## src/rtl/spi_wr_pkg.sv

```systemverilog
// rtl/spi_wr_pkg.sv - frame layout constants, FSM state type and frame builder for the SPI register writer
package spi_wr_pkg;

  localparam int FRAME_W   = 16;
  localparam int WRITE_BIT = 15;
  localparam int ADDR_MSB  = 14;
  localparam int ADDR_LSB  = 8;
  localparam int DATA_W    = 8;
  localparam int ADDR_W    = ADDR_MSB - ADDR_LSB + 1;

  typedef enum logic [2:0] {
    IDLE,
    SETUP,
    SHIFT,
    HOLD,
    GAP
  } spi_state_t;

  // Write frame: write flag, then address, then data, MSB first on the wire
  function automatic logic [FRAME_W-1:0] build_frame(input logic [ADDR_W-1:0] addr,
                                                      input logic [DATA_W-1:0] data);
    return {1'b1, addr, data};
  endfunction

endpackage

```

## src/rtl/spi_sclk_gen.sv

```systemverilog
// rtl/spi_sclk_gen.sv - SCLK half-period counter producing rise/fall strobes while enabled
module spi_sclk_gen #(
  parameter int CLK_DIV = 4
) (
  input  logic clk,
  input  logic rst,
  input  logic en,
  output logic rise_stb,
  output logic fall_stb
);

  localparam int CNT_W = (CLK_DIV > 1) ? $clog2(CLK_DIV) : 1;
  localparam logic [CNT_W-1:0] RELOAD = CNT_W'(CLK_DIV - 1);

  logic [CNT_W-1:0] half_cnt;
  logic             phase_hi;
  logic             toggle;

  // A toggle is due when the current half-period has run its CLK_DIV cycles
  assign toggle   = en && (half_cnt == '0);
  assign rise_stb = toggle && !phase_hi;
  assign fall_stb = toggle && phase_hi;

  // Count down each half-period; reload on every toggle so the phase never wraps mid-count
  always_ff @(posedge clk) begin
    if (rst || !en) begin
      half_cnt <= RELOAD;
      phase_hi <= 1'b0;
    end else if (toggle) begin
      half_cnt <= RELOAD;
      phase_hi <= !phase_hi;
    end else begin
      half_cnt <= half_cnt - 1'b1;
    end
  end

endmodule

```

## src/rtl/spi_reg_writer.sv

```systemverilog
// rtl/spi_reg_writer.sv - SPI mode-0 register-write frame controller; SPI_WR_ADDR_CHECK_EN enables address rejection
module spi_reg_writer
  import spi_wr_pkg::*;
#(
  parameter int CLK_DIV  = 4,
  parameter int CS_SETUP = 2,
  parameter int CS_HOLD  = 2,
  parameter int CS_IDLE  = 4,
  parameter int MAX_ADDR = 4
) (
  input  logic              clk,
  input  logic              rst,
  input  logic              req_valid,
  input  logic [ADDR_W-1:0] req_addr,
  input  logic [DATA_W-1:0] req_data,
  output logic              req_ready,
  output logic              sclk,
  output logic              ncs,
  output logic              copi,
  output logic              busy,
  output logic              done,
  output logic              err
);

  spi_state_t         state;
  logic [FRAME_W-2:0] shreg;
  logic [4:0]         bit_cnt;
  logic [7:0]         wait_cnt;
  logic [FRAME_W-1:0] frame_in;
  logic               accept;
  logic               addr_bad;
  logic               rise_stb;
  logic               fall_stb;

  assign frame_in = build_frame(req_addr, req_data);
  assign accept   = req_valid && req_ready;

`ifdef SPI_WR_ADDR_CHECK_EN
  assign addr_bad = (req_addr > ADDR_W'(MAX_ADDR));
`else
  assign addr_bad = 1'b0;
`endif

  spi_sclk_gen #(
    .CLK_DIV (CLK_DIV)
  ) u_sclk_gen (
    .clk      (clk),
    .rst      (rst),
    .en       (state == SHIFT),
    .rise_stb (rise_stb),
    .fall_stb (fall_stb)
  );

  // Frame sequencer: IDLE -> SETUP -> SHIFT -> HOLD -> GAP, all pin outputs registered
  always_ff @(posedge clk) begin
    if (rst) begin
      state     <= IDLE;
      sclk      <= 1'b0;
      ncs       <= 1'b1;
      copi      <= 1'b0;
      busy      <= 1'b0;
      done      <= 1'b0;
      err       <= 1'b0;
      req_ready <= 1'b1;
      shreg     <= '0;
      bit_cnt   <= '0;
      wait_cnt  <= '0;
    end else begin
      done <= 1'b0;
      err  <= 1'b0;
      case (state)
        IDLE: begin
          if (accept) begin
            if (addr_bad) begin
              err <= 1'b1;
            end else begin
              copi      <= frame_in[WRITE_BIT];
              shreg     <= frame_in[FRAME_W-2:0];
              bit_cnt   <= 5'd16;
              ncs       <= 1'b0;
              busy      <= 1'b1;
              req_ready <= 1'b0;
              wait_cnt  <= 8'(CS_SETUP - 1);
              state     <= SETUP;
            end
          end
        end
        SETUP: begin
          if (wait_cnt == '0) begin
            state <= SHIFT;
          end else begin
            wait_cnt <= wait_cnt - 1'b1;
          end
        end
        SHIFT: begin
          if (rise_stb) begin
            sclk <= 1'b1;
          end else if (fall_stb) begin
            sclk <= 1'b0;
            if (bit_cnt == 5'd1) begin
              bit_cnt  <= '0;
              wait_cnt <= 8'(CS_HOLD - 1);
              state    <= HOLD;
            end else begin
              bit_cnt <= bit_cnt - 1'b1;
              copi    <= shreg[FRAME_W-2];
              shreg   <= {shreg[FRAME_W-3:0], 1'b0};
            end
          end
        end
        HOLD: begin
          if (wait_cnt == '0) begin
            ncs      <= 1'b1;
            done     <= 1'b1;
            copi     <= 1'b0;
            wait_cnt <= 8'(CS_IDLE - 1);
            state    <= GAP;
          end else begin
            wait_cnt <= wait_cnt - 1'b1;
          end
        end
        GAP: begin
          if (wait_cnt == '0) begin
            busy      <= 1'b0;
            req_ready <= 1'b1;
            state     <= IDLE;
          end else begin
            wait_cnt <= wait_cnt - 1'b1;
          end
        end
        default: state <= IDLE;
      endcase
    end
  end

endmodule

```

## config.mk

```make
export PLATFORM = sky130hd
export DESIGN_NAME = spi_reg_writer
export DESIGN_NICKNAME = d
export VERILOG_FILES = /design/src/rtl/spi_wr_pkg.sv /design/src/rtl/spi_sclk_gen.sv /design/src/rtl/spi_reg_writer.sv
export SDC_FILE = /design/constraint.sdc
export NUM_CORES = 1
export LEC_CHECK = 0
export CORE_ASPECT_RATIO = 1.2
export CORE_MARGIN = 2
export CORE_UTILIZATION = 30
export CTS_CLUSTER_DIAMETER = 80
export DETAILED_ROUTE_END_ITERATION = 8
export PLACE_DENSITY = 0.57
export SETUP_SLACK_MARGIN = 0.3
export SYNTH_ARGS = -nofsm -noshare
export SYNTH_HDL_FRONTEND = slang
export SYNTH_HIERARCHICAL = 1
export SYNTH_SLANG_ARGS = --single-unit
```

## constraint.sdc

```tcl
create_clock -name clk -period 3.33 [get_ports clk]
set_input_delay 0.666 -clock clk [delete_from_list [all_inputs] [get_ports clk]]
set_output_delay 0.666 -clock clk [all_outputs]
set_load 0.02 [all_outputs]
```

---- Yosys cells after proc, flatten, opt, wreduce, memory -nomap -nowiden ----
Index checks and enable logic that the tools add are counted.
operators by class
  $add $sub $neg .......................... 3
  $mul .................................... 0
  div/mod/pow operators ................... 0
  magnitude comparators ................... 0
  eq/ne operators ......................... 14
  shift-type cells ........................ 0
  mux-type cells .......................... 39
  bitwise operators ....................... 1
  reductions and logical operators ........ 27
operators by type and width
  kind                 count
  $mux 15              4
  $mux 8               6
  $pmux 8 s4           1
  $pmux 15 s2          1
  $mux 3               7
  $mux 5               4
  $ne 2x2->1 const B   9
  $pmux 3 s5           1
  $reduce_and 6->1     2
  $mux 1               10
  $pmux 5 s2           1
  $logic_not 8->1      1
  $reduce_bool 2->1    4
  $sub 8x1->8 const B  1
  $reduce_and 7->1     1
  $eq 3x2->1 const B   2
  $pmux 1 s2           3
  $reduce_and 3->1     2
  $reduce_or 2->1      3
  $eq 5x1->1 const B   1
  $reduce_and 5->1     1
  $sub 5x1->5 const B  1
  $logic_and 1x1->1    4
  $reduce_and 4->1     1
  other kinds (12)     13
storage, ports and cells
  flip-flop bits (word level) ............. 40
  bits in latches ......................... 0
  memory bits (writable) .................. 0
  ROM bits ................................ 0
  input bits .............................. 18
  logic and storage cells ................. 96
  memories ................................ 0

---- Logic depth before layout (Yosys ltp) ----
  depth after elaboration ................. 6
  depth in mapped cells ................... 11

---- Cells and area by module ----
Netlist, hierarchy kept.
by module, submodules not included
  module          instances  cells each  area an instance (um2)  seq. area each (um2)
  spi_reg_writer  1          219         1885.6                  740.7
  spi_sclk_gen    1          14          131.4                   60.1

---- Worst setup path before layout ----
OpenSTA, ideal clock, no wires.
  path kind ............................... flip-flop to flip-flop
  start point ............................. reg state[2]
  end point ............................... reg wait_cnt[7]
  setup time .............................. 0.070 ns
  arrival time ............................ 2.447 ns
  data required time ...................... 3.260 ns
  setup slack ............................. 0.813 ns
  cell stages (with the launch flop) ...... 10
  cell sequence ........................... dfxtp_1 -> clkbuf_1 -> nor3b_1 -> clkbuf_1 -> and3_2 -> nand3b_1 -> o211ai_4 -> nand4_4 -> or4_1 -> a21oi_1
between the ends
  cells in the longest elaborated chain, start to end .. 5
  elaborated cells on any way between the ends .. 17
ends and longest elaborated chain
  item                               RTL line               RTL
  start: declaration                 spi_reg_writer.sv:25   spi_state_t state;
  start signal: assignment           spi_reg_writer.sv:57   state <= IDLE;
  start signal: assignment           spi_reg_writer.sv:84   state <= SETUP;
  start signal: assignment           spi_reg_writer.sv:90   state <= SHIFT;
  $eq 3x2->1                         spi_reg_writer.sv:49   .en (state == SHIFT),
  $logic_and 1x1->1                  spi_sclk_gen.sv:20     assign toggle = en && (half_cnt == '0);
  $logic_and 1x1->1                  spi_sclk_gen.sv:22     assign fall_stb = toggle && phase_hi;
  net fall_stb                       spi_reg_writer.sv:33   logic fall_stb;
  $ne 2x2->1 (no source line)        --
  $reduce_and 6->1 (no source line)  --
  end signal: assignment             spi_reg_writer.sv:83   wait_cnt <= 8'(CS_SETUP - 1);
  end signal: assignment             spi_reg_writer.sv:92   wait_cnt <= wait_cnt - 1'b1;
  end signal: assignment             spi_reg_writer.sv:102  wait_cnt <= 8'(CS_HOLD - 1);
  end: declaration                   spi_reg_writer.sv:28   logic [7:0] wait_cnt;
The timed path passes the listed nets, and every way through them passes these cells.
A chain may end at the register's enable or synchronous reset.

---- Final worst setup path ----
  start point ............................. reg state[1]
  end point ............................... reg wait_cnt[7]
The elaborated chain is that of the path after synthesis.

==> out/results.txt <==
status: finished, final reports clean
# port buffers: 23
filler instances: 697
Reg2Reg Setup Slack: 0.75 ns
Primary FF master, synth: dfxtp_1
CP max-delay cell: dfxtp_1
max_slew headroom: 61.7%
WHS: 0.382 ns
Distinct cells, synth: 44
nets: 278
Net Sw Frac: 42.6%
Worst-path clk slew: 0.08 ns
GRT Resource Usage Total: 12.2%
number of I/O pins: 25
setup bufs post-CTS: 0
DP Area: 2350 sq um
arrival time worst endpoint: 2.80 ns
Crit path buffers/inverters: 1
crit path cell chain: nor3b_2 -> buf_4 -> and3_2 -> nand3b_1 -> o211ai_4 -> nand4_4 -> or4_1 -> a21oi_1
RSZ-0062 raised after global routing: false
Area Growth Syn to Fin: 21.3%
Least-Margin Pin Slew: 0.572 ns
Ys Warns: 6
dpl cells: 333
number of placement rows: 32
largest net degree at the start of global routing: 32
Die Y: 93.8 um
Tot Pwr: 2.36 mW
internal cell power: 1.35 mW
Root Buffer: clkbuf_8
Hold Buf Count CTS: 0
DP HPWL: 3050 um
Power Dens Cells: 964 nW/um^2
ys async rst share: 0%
combinational fraction of design power: 50.9%
Clock Skew: 0.00316 ns
Seq/Total Area, Yosys: 39.7%
Chip Width: 78.9 um
final worst path period need: 2.58 ns
Via density: 5.05
Routed WL: 4210 um
Starting Density: 31.1%
Clock Sinks: 40
CP Max Fanout: 14
clk buf depth: 2
Hold/Removal Path Class: reg -> reg
vias in the first global route: 1,643
TritonCTS clock tree: done
crit path kind: reg -> reg
maxcap violations: 0
mean post-synth cell area: 8.66 sq um
post-route ant nets: 0
post-CTS sizing: 0
Gate Count Post-Synth: 233
core area: 6490 sq um
average wire per standard cell: 12.4 um
grt total ovfl: 0
Reg power frac: 34.3%
Peak Freq: 388 MHz
# diodes: 0
Non-Filler Instances: 340
first-pass GRT wire length: 7270 um
DR DRC count: 0
DRT iter0 DRCs: 121
initial antenna violation count: 0
synthesized cell area: 2020 sq um
area of the die: 7400 sq um
cell family with most CP delay: simple AND/OR/NAND/NOR gates
gpl congestion: 0.758
Psw: 1.00 mW
Worst VDD drop: 355 uV
Via Count: 1,717
number of enable flip-flop cells after synthesis: 0
startpoint types: flop
Num CTS Buffers: 5
Yosys reg bits: 40
CP peak stage delay: 0.59 ns
Final period util: 77.4%
setup TNS: 0 ns
CP Capture Type: flop
Synth Net Count: 256
final hold violations: 0
# H-tree levels: 2
final slew viol count: 0
share of layout cells above drive strength 1: 8.24%
post-route design area: 2450 sq um
Pre-antenna DRT Iters: 4
final setup violation count: 0
Clock Latency Late Sink: 0.29 ns
Clk pwr share: 14.8%
LEAKAGE: 0.878 nW
Critical Path RT: 3.55 ns
-- path summary, 6_finish.rpt --
path                          startpoint                endpoint  depth (start not counted)
setup / recovery                state[1]             wait_cnt[7]                          8
hold / removal    u_sclk_gen/half_cnt[0]  u_sclk_gen/half_cnt[0]                          1
setup reg to reg                state[1]             wait_cnt[7]                          8
hold reg to reg   u_sclk_gen/half_cnt[0]  u_sclk_gen/half_cnt[0]                          1
-- cells in the mapped netlist (2+ instances only) --
master	number	area share (%)
a22oi_1	3	1.1
a211oi_1	15	5.6
ha_1	5	3.1
nor2_1	30	5.6
nand3_1	5	1.2
mux2i_1	14	6.9
xnor2_1	2	0.87
clkbuf_1	11	2.0
nand2_1	14	2.6
nand3b_1	4	1.5
or4_1	2	0.74
inv_1	9	1.7
a21oi_1	14	3.5
dfxtp_1	40	40
nor3_1	8	2.0
o31ai_1	3	1.1
xor2_1	5	2.2
o21ai_0	6	1.5
o211ai_1	2	0.74
nand4_1	4	1.2
or3_1	4	1.2
nand2b_1	3	0.93
nor2b_1	3	0.93
nor3b_1	4	1.5
nor4_1	4	1.2
-- power by group through the flow --
stage	Clock [mW]	Sequential, mW	Combinational, mW
6_report	0.349	0.808	1.20
5_1_grt	0.382	0.837	1.37
4_1_cts	0.360	0.807	1.22
3_5_place_dp	0	0.816	1.22
3_3_place_gp	0	0.812	1.21
2_1_floorplan	0	0.779	0.957
-- stage by stage --
step	setup WS (ns)	utilization [%]
global route	0.505	37.7
CTS	0.749	37.7
detailed placement	0.784	36.2
global placement	0.861	36.2
floorplan	0.813	-
finish	0.752	37.7
-- sequential cells by signal (all words and copies together) (netlist names) --
register             count
shreg                   15
bit_cnt                  5
busy                     1
u_sclk_gen/phase_hi      1
wait_cnt                 8
u_sclk_gen/half_cnt      2
sclk                     1
copi                     1
state                    3
req_ready                1
done                     1
ncs                      1
-- placed cells by master, fill, tap and decap left out, types with 2 or more instances in the layout --
cell / netlist / routed
a211oi_1: 15 / 15
a21oi_1: 14 / 14
a22oi_1: 3 / 3
buf_4: 1 / 5
clkbuf_8: 0 / 7
clkdlybuf4s50_1: 0 / 23
dfxtp_1: 40 / 40
ha_1: 5 / 5
inv_1: 9 / 9
mux2i_1: 14 / 14
nand2_1: 14 / 14
nand2b_1: 3 / 3
nand3_1: 5 / 5
nand3b_1: 4 / 4
nand4_1: 4 / 4
nor2_1: 30 / 30
nor2b_1: 3 / 3
nor3_1: 8 / 8
nor3b_1: 4 / 3
nor3b_2: 1 / 2
nor4_1: 4 / 3
o211ai_1: 2 / 2
o21ai_0: 6 / 6
o31ai_1: 3 / 3
or3_1: 4 / 4
or4_1: 2 / 2
xnor2_1: 2 / 2
xor2_1: 5 / 5
-- cell families (layout without fill, tap and decap cells) --
| family | after synthesis | in the layout | share of synthesized area, % |
|---|---|---|---|
| simple gates | 92 | 92 | 24.9 |
| compound gates | 52 | 52 | 17.8 |
| flops | 40 | 40 | 39.7 |
| buf+inv | 22 | 44 | 4.28 |
| mux | 14 | 14 | 6.95 |
| xor+xnor | 7 | 7 | 3.04 |
| fa+ha+maj | 5 | 5 | 3.10 |
| other cells | 1 | 1 | 0.186 |
-- layout make-up --
class | instances | area (sq um) | area share, %
well taps | 85 | 106 | 4.35
clock buffers | 7 | 96.3 | 3.94
multi-input cells | 171 | 1140 | 46.6
repair buffers | 28 | 268 | 10.9
flip-flops and latches | 40 | 801 | 32.7
inverters | 9 | 33.8 | 1.38
-- routing by layer --
layer / vias up / track usage, % / share of wire [%]
met2: 31 / 21.6 / 49
li1: 886 / - / -
met4: 0 / 3.88 / 1.4
met1: 795 / 14.7 / 46
met3: 5 / 2.50 / 3.5
met5: - / 0 / 0
No activity file was read; power rests on OpenSTA's default activity.
